## src/rtl/ssd_scan_sched.sv

```systemverilog
// ssd_scan_sched: refresh scheduler for a 4-digit seven-segment scan mux.
// It generates the digit select, the dead-time blanking and the frame tick,
// and double-buffers the four display nibbles. A new value is taken through
// a req/ack handshake and committed only at a frame boundary.
//
// Ports:
//   clk, rst     system clock; synchronous active-high reset
//   en           run enable (reaches the scan one cycle later)
//   load_req     level request to load data_in
//   data_in      new digits, [3:0]=digit0 .. [15:12]=digit3
//   load_ack     one-cycle pulse: data_in was captured
//   pend_full    pending buffer holds an uncommitted value
//   ssd_ctl_en   digit index to the scan mux
//   disp_data    active digits; nibble k drives the mux's in_k
//   scan_blank   1 = all digits must be driven off
//   frame_tick   one-cycle pulse at the start of each frame
//
// Optional feature (macro SSD_SCAN_BLINK_EN): adds the blink_mask input and
// the BLINK_FRAMES parameter. Masked digits are blanked for their whole slot
// during alternate blocks of BLINK_FRAMES frames.
module ssd_scan_sched #(
    parameter int SLOT_CYCLES  = 25000,
    parameter int DEAD_CYCLES  = 1000,
    parameter int CNT_W        = 16
`ifdef SSD_SCAN_BLINK_EN
    ,
    parameter int BLINK_FRAMES = 64
`endif
) (
    input  logic        clk,
    input  logic        rst,
    input  logic        en,
    input  logic        load_req,
    input  logic [15:0] data_in,
`ifdef SSD_SCAN_BLINK_EN
    input  logic [3:0]  blink_mask,
`endif
    output logic        load_ack,
    output logic        pend_full,
    output logic [1:0]  ssd_ctl_en,
    output logic [15:0] disp_data,
    output logic        scan_blank,
    output logic        frame_tick
);

    logic             run;
    logic [CNT_W-1:0] cnt;
    logic [CNT_W-1:0] cnt_nxt;
    logic [1:0]       idx;
    logic [1:0]       idx_nxt;
    logic             slot_end;
    logic             frame_end;
    logic             blank_nxt;
    logic [15:0]      active;
    logic [15:0]      pending;

`ifdef SSD_SCAN_BLINK_EN
    localparam int FCW = (BLINK_FRAMES > 1) ? $clog2(BLINK_FRAMES) : 1;

    logic [FCW-1:0] fcnt;
    logic           phase;
    logic           phase_nxt;
    logic           fcnt_last;
`endif

    always_comb begin
        slot_end  = run && (cnt == CNT_W'(SLOT_CYCLES - 1));
        frame_end = slot_end && (idx == 2'd3);
        cnt_nxt   = cnt;
        idx_nxt   = idx;
        if (run) begin
            if (slot_end) begin
                cnt_nxt = '0;
                idx_nxt = idx + 2'd1;
            end else begin
                cnt_nxt = cnt + 1'b1;
            end
        end
        // en is the run value that takes effect at this edge, so the
        // registered blank always matches the cnt/run it is shown with.
        blank_nxt = !en || (cnt_nxt < CNT_W'(DEAD_CYCLES));
`ifdef SSD_SCAN_BLINK_EN
        fcnt_last = (fcnt == FCW'(BLINK_FRAMES - 1));
        phase_nxt = phase;
        if (frame_end && fcnt_last) begin
            phase_nxt = ~phase;
        end
        if (phase_nxt && blink_mask[idx_nxt]) begin
            blank_nxt = 1'b1;
        end
`endif
    end

    always_ff @(posedge clk) begin
        if (rst) begin
            run        <= 1'b0;
            cnt        <= '0;
            idx        <= 2'd0;
            active     <= 16'h0000;
            pending    <= 16'h0000;
            pend_full  <= 1'b0;
            load_ack   <= 1'b0;
            frame_tick <= 1'b0;
            scan_blank <= 1'b1;
        end else begin
            run        <= en;
            cnt        <= cnt_nxt;
            idx        <= idx_nxt;
            frame_tick <= frame_end;
            scan_blank <= blank_nxt;
            load_ack   <= 1'b0;
            // Commit needs pend_full=1 and accept needs pend_full=0, so a
            // request that coincides with a commit waits one cycle.
            if (frame_end && pend_full) begin
                active    <= pending;
                pend_full <= 1'b0;
            end else if (load_req && !pend_full) begin
                pending   <= data_in;
                pend_full <= 1'b1;
                load_ack  <= 1'b1;
            end
        end
    end

`ifdef SSD_SCAN_BLINK_EN
    always_ff @(posedge clk) begin
        if (rst) begin
            fcnt  <= '0;
            phase <= 1'b0;
        end else if (frame_end) begin
            fcnt  <= fcnt_last ? '0 : fcnt + 1'b1;
            phase <= phase_nxt;
        end
    end
`endif

    assign ssd_ctl_en = idx;
    assign disp_data  = active;

endmodule

```

## config.mk

```make
export PLATFORM = sky130hd
export DESIGN_NAME = ssd_scan_sched
export DESIGN_NICKNAME = d
export VERILOG_FILES = /design/src/rtl/ssd_scan_sched.sv
export SDC_FILE = /design/constraint.sdc
export NUM_CORES = 1
export LEC_CHECK = 0
export BUFFER_PORTS_ARGS = -buffer_cell sky130_fd_sc_hd__buf_4
export CAP_MARGIN = 20
export CORE_MARGIN = 2
export CORE_UTILIZATION = 30
export DETAILED_ROUTE_END_ITERATION = 8
export GPL_ROUTABILITY_DRIVEN = 0
export SYNTH_ARGS = -nofsm -noshare
export SYNTH_HDL_FRONTEND = slang
export SYNTH_SLANG_ARGS = --single-unit
```

## constraint.sdc

```tcl
create_clock -name clk -period 2.4 [get_ports clk]
set_input_delay 0.12 -clock clk [delete_from_list [all_inputs] [get_ports clk]]
set_output_delay 0.12 -clock clk [all_outputs]
set_load 0.01 [all_outputs]
```

==> After elaboration in Yosys (flattened, before gate mapping) <==
Index checks and enable logic that the tools add are counted.
{ "op_classes": {"n_addsub": 2, "order_cmp": 1, "eq_ne": 2, "muxes": 3, "n_bitwise": 1, "n_reduce_logical": 10} }
{ "op_table": {"columns": ["op", "n"], "rows": [
  ["$mux 16", 2],
  ["$add 16x1->16 const B", 1],
  ["$eq 16x15->1 const B", 1],
  ["$lt 16x10->1 const B", 1],
  ["$logic_and 1x1->1", 4],
  ["$reduce_and 2->1", 2],
  ["$add 2x1->2 const B", 1],
  ["$eq 2x2->1 const B", 1],
  ["$logic_not 1->1", 2],
  ["$reduce_or 2->1", 1],
  ["$logic_or 1x1->1", 1],
  ["$mux 1", 1],
  ["$not 1->1", 1]
]} }
{ "totals": {"regBits": 55, "input_bits": 20, "out_inout_bits": 22, "word_cells": 28} }

==> Longest topological paths before layout <==
{ "depth": {"word_depth": 6, "ltp_mapped": 10, "mapped_depth_nobuf": 7} }

==> Worst setup path after synthesis <==
OpenSTA, ideal clock, no wires.
{ "synth_path": {"kind": "reg2reg", "from": "register cnt[0]", "to": "register active[2] (netlist: disp_data[2])", "setup_time_ps": 131, "arrival_ps": 1830, "required_ps": 2269, "slack_ps": 440, "path_stages_with_launch": 10, "path_buffers": 2, "path_cell_list": "dfxtp_1 ha_1 clkbuf_1 nor2b_1 nand4_1 nor3_4 nand3_1 buf_2 nand2_1 a21oi_2"} }
{ "synth_between": {"elab_chain_cells": 4} }
{ "synth_lines": {"columns": ["element", "line_no", "text"], "rows": [
  ["from (decl)", "47", "logic [CNT_W-1:0] cnt;"],
  ["from (signal assigned)", "107", "cnt <= cnt_nxt;"],
  ["$eq 16x15->1", "67", "slot_end = run && (cnt == CNT_W'(SLOT_CYCLES - 1));"],
  ["$logic_and 1x1->1", "67", null],
  ["$logic_and 1x1->1", "68", "frame_end = slot_end && (idx == 2'd3);"],
  ["$logic_and 1x1->1", "114", "if (frame_end && pend_full) begin"],
  ["to (signal assigned)", "115", "active <= pending;"],
  ["to (decl)", "54", "logic [15:0] active;"]
]} }
Every way passes these cells.
A chain may end at the register's enable or synchronous reset.

==> Worst setup path in the final report <==
{ "layout_path": {"from": "register cnt[0]", "to": "register active[0] (netlist: disp_data[0])"} }
The elaborated chain is that of the path after synthesis.

==> results.md <==
* Async S/R FF share, synth at 0%
* CTS buffer count at 5
* Synth Flop Type: dfxtp_1
* DRC at 0
* Post_cts resized at 0
* Final Hold Fails at 0
* Setup TNS Final at 0 ns
* Routed Antenna Nets at 0
* Synth Register Bits at 55
* Row count at 31
* Largest family of logic cells by synthesized area: simple AND/OR/NAND/NOR gates
* Number of port buffers at 41
* Yosys top cell area share at approximately 48%
* Clk Latency, worst-skew pair at 0.32 ns
* CP Max Fanout at 17
* Max Slew Vio Count at 0
* Final Skew at 0.0104 ns
* Worst slew margin at 55.2%
* EDFF count, synth at 0
* Chip width at 91.5 um
* Reg area at 0.00110 mm^2
* Area post-placement at 0.00266 mm^2
* First-pass GRT wire length at about 8.3 mm
* Synth Area in Simple Gates at just under 30%
* WL/cell at roughly 12 um
* Htree depth at 2
* Sequential share of power at 59.7%
* Syn_nets at 303
* P_sw at 0.395 mW
* Drt first pass iters at 4
* Setup bufs post-CTS at 0
* Vias per cell at 4.76
* Clk pwr share at 34.8%
* Vias post-DR at between 1500 and 2000
* Initial antenna violation count at 0
* Worst setup SP type: flip-flop
* Status: finished clean
* Max_cap viols at 0
* RSZ-0062 raised after global routing: no
* Clock Sinks at 55
* Met3 WL at around 300 um
* Die Span Y at 91.5 um
* Synth Area in Adders at 1.09%
* Share of layout cells above drive strength 1 at between 10% and 20%
* Fmax at 463 MHz
* Clock-pin slew of the registers on the worst-case setup and hold paths at 0.11 ns
* Setup violations, final at 0
* Area of the multi-input gates at 0.00108 mm^2
* Syn. warnings at 0
* VDD IR max at 218 uV
* LEAKAGE at slightly above 1 nW
* Worst path required time at 2.66 ns
* Tot GR Track Use at 12.3%
* Internal power at 1.19 mW
* CP endpoint kind: flip-flop
* Power Dens Cells at 574 mW/mm^2
* Most numerous cell in the Yosys netlist: nand2_1
* Switching share of total power at 25.0%
* DIE AREA at 0.00837 mm^2
* Pre-CTS setup slack at between 0.2 and 0.3 ns
* Nets at 336
* Avg Inst Size Synth at 8.18 um^2
* CTS tree: done
* CP Data Arrival Time at approximately 2.4 ns
* Synthesis-to-finish area growth at 19.8%
* Post-synthesis mux area share at 0%
* Setup CP Type: flip-flop to flip-flop
* Post-synthesis sequential area ratio at 47.9%
* Synth cell count leaders: 77 x nand2_1, 55 x dfxtp_1, 36 x a21oi_1
* Synth top area cells: dfxtp_1 48%, nand2_1 13%, a21oi_1 7.8%
* Met1 wire length at 2.35 mm
* Hold WC Path Type: primary input to flip-flop
* Maximum buffer depth of the clock tree at 2
* GR Overflow Total at 0
* Root buf cell: clkbuf_8
* Initial Utilization at 31.3%
* Worst-margin pin slew at a little under 0.7 ns
* Final WS setup at 0.242 ns
* WL final at 5.00 mm
* Post-Layout Cell Count at approximately 410
* Post-synthesis cell type count at 35
* Finished Cell Area at 0.00275 mm^2
* Combinational cell fraction of total power at around 5.5%
* # hold bufs at CTS at 0
* DP HPWL at 3.38 mm
* Minimum clock period at 2.16 ns
* Mapped Cells at 281
* Synth Area in Compound Gates at 9.80%
* I/O Pins at 42
* Initial DRC Count at 164
* Crit share post-route at 89.9%
* Largest net degree at the start of global routing at 42
* Vias in the first global route at 1747
* Max Used Layer: met4
* Mapped cell area at 0.00230 mm^2
* Post-synth top area cell: dfxtp_1
* Placed insts at 406
* Post-Synth XOR/XNOR Area at 6.48%
* Core area at 0.00733 mm^2
* Met2 WL at 2.24 mm
* Fillers at 755
* N_diodes at 0
[worst max-delay path: stages, from the launching register on]
cell and delay [ns]:
dfxtp_1 0.44, ha_1 0.34, nor2b_1 0.28, nand4_1 0.18, nor3_4 0.22, and3_1 0.19, buf_4 0.23, nand2_1 0.09
a21oi_1 0.14
[final timing paths]
kind                start            to  slack [ns]  depth (start not counted)
max                cnt[0]  disp_data[0]        0.24                          8
min           data_in[13]   pending[13]        0.03                          3
max reg2reg        cnt[0]  disp_data[0]        0.24                          8
min reg2reg  disp_data[5]  disp_data[5]        0.46                          2
[sequential cells by signal, indices dropped and copies added, names as in the netlist, 2 cells and up]
name / cells
cnt: 16
disp_data: 16
pending: 16
ssd_ctl_en: 2
[cell usage in the layout, fill, tap and decap left out]
cell | Yosys | routed
nand2_1 | 77 | 77
dfxtp_1 | 55 | 55
buf_4 | 2 | 47
a21oi_1 | 36 | 36
nor2_1 | 24 | 24
xnor2_1 | 11 | 11
nand3_1 | 8 | 8
nand4_1 | 7 | 7
xor2_1 | 6 | 6
clkbuf_8 | 0 | 5
nor4_1 | 4 | 4
nand2b_1 | 4 | 4
nor3_1 | 4 | 4
nor2b_1 | 3 | 3
o21ai_0 | 3 | 3
and3_1 | 2 | 2
a31oi_1 | 2 | 2
ha_1 | 2 | 2
nand4_2 | 1 | 1
or4b_4 | 1 | 1
nor3_4 | 1 | 1
a21oi_2 | 1 | 1
nor3b_1 | 1 | 1
nor4bb_1 | 1 | 1
nor4_4 | 1 | 1
or3_1 | 1 | 1
nor3_2 | 1 | 1
and4_1 | 1 | 1
o221ai_1 | 1 | 1
nand4b_1 | 1 | 1
inv_8 | 0 | 1
clkinv_4 | 0 | 1
clkinvlp_4 | 0 | 1
[cell type report]
type                       count  area share, %
multi-input combinational    205           39.2
sequential                    55           40.0
timing repair buffer          47           12.8
clock inverter                 3           1.00
clock buffer                   5           2.50
tap                           99           4.50
[per-layer routing]
layer  vias to the layer above  track usage, %
met5                         -               0
li1                        997               -
met4                         0            5.93
met3                        11            2.90
met2                        56            18.4
met1                       908            16.4
[through the flow]
| stage | util [%] | hold slack [ns] | total power [mW] |
|---|---|---|---|
| floorplan | - | 0.215 | 1.01 |
| global placement | 36.2 | 0.370 | 1.05 |
| detailed placement | 36.2 | 0.376 | 1.05 |
| CTS | 37.5 | 0.0223 | 1.60 |
| global route | 37.5 | 0.0137 | 1.64 |
| finish | 37.5 | 0.0287 | 1.58 |
[cells by family (layout without fill, tap and decap cells)]
group	count (synthesis)	in the layout
AOI/OAI and AO/OA	43	43
xor gates and xnor gates	17	17
DFF	55	55
and+or+nand+nor	143	143
buffers and inverters	21	55
adders and majority gates	2	2
[power by group through the flow]
stage                     Sequential (mW)  Clock (mW)  Combinational [mW]
after floorplan                     0.963           0              0.0483
after global placement              0.964           0              0.0877
after detailed placement            0.965           0              0.0885
after CTS                           0.944       0.566              0.0885
after global routing                0.948       0.599              0.0974
final                               0.944       0.550              0.0868
No activity file was read; power rests on OpenSTA's default activity.
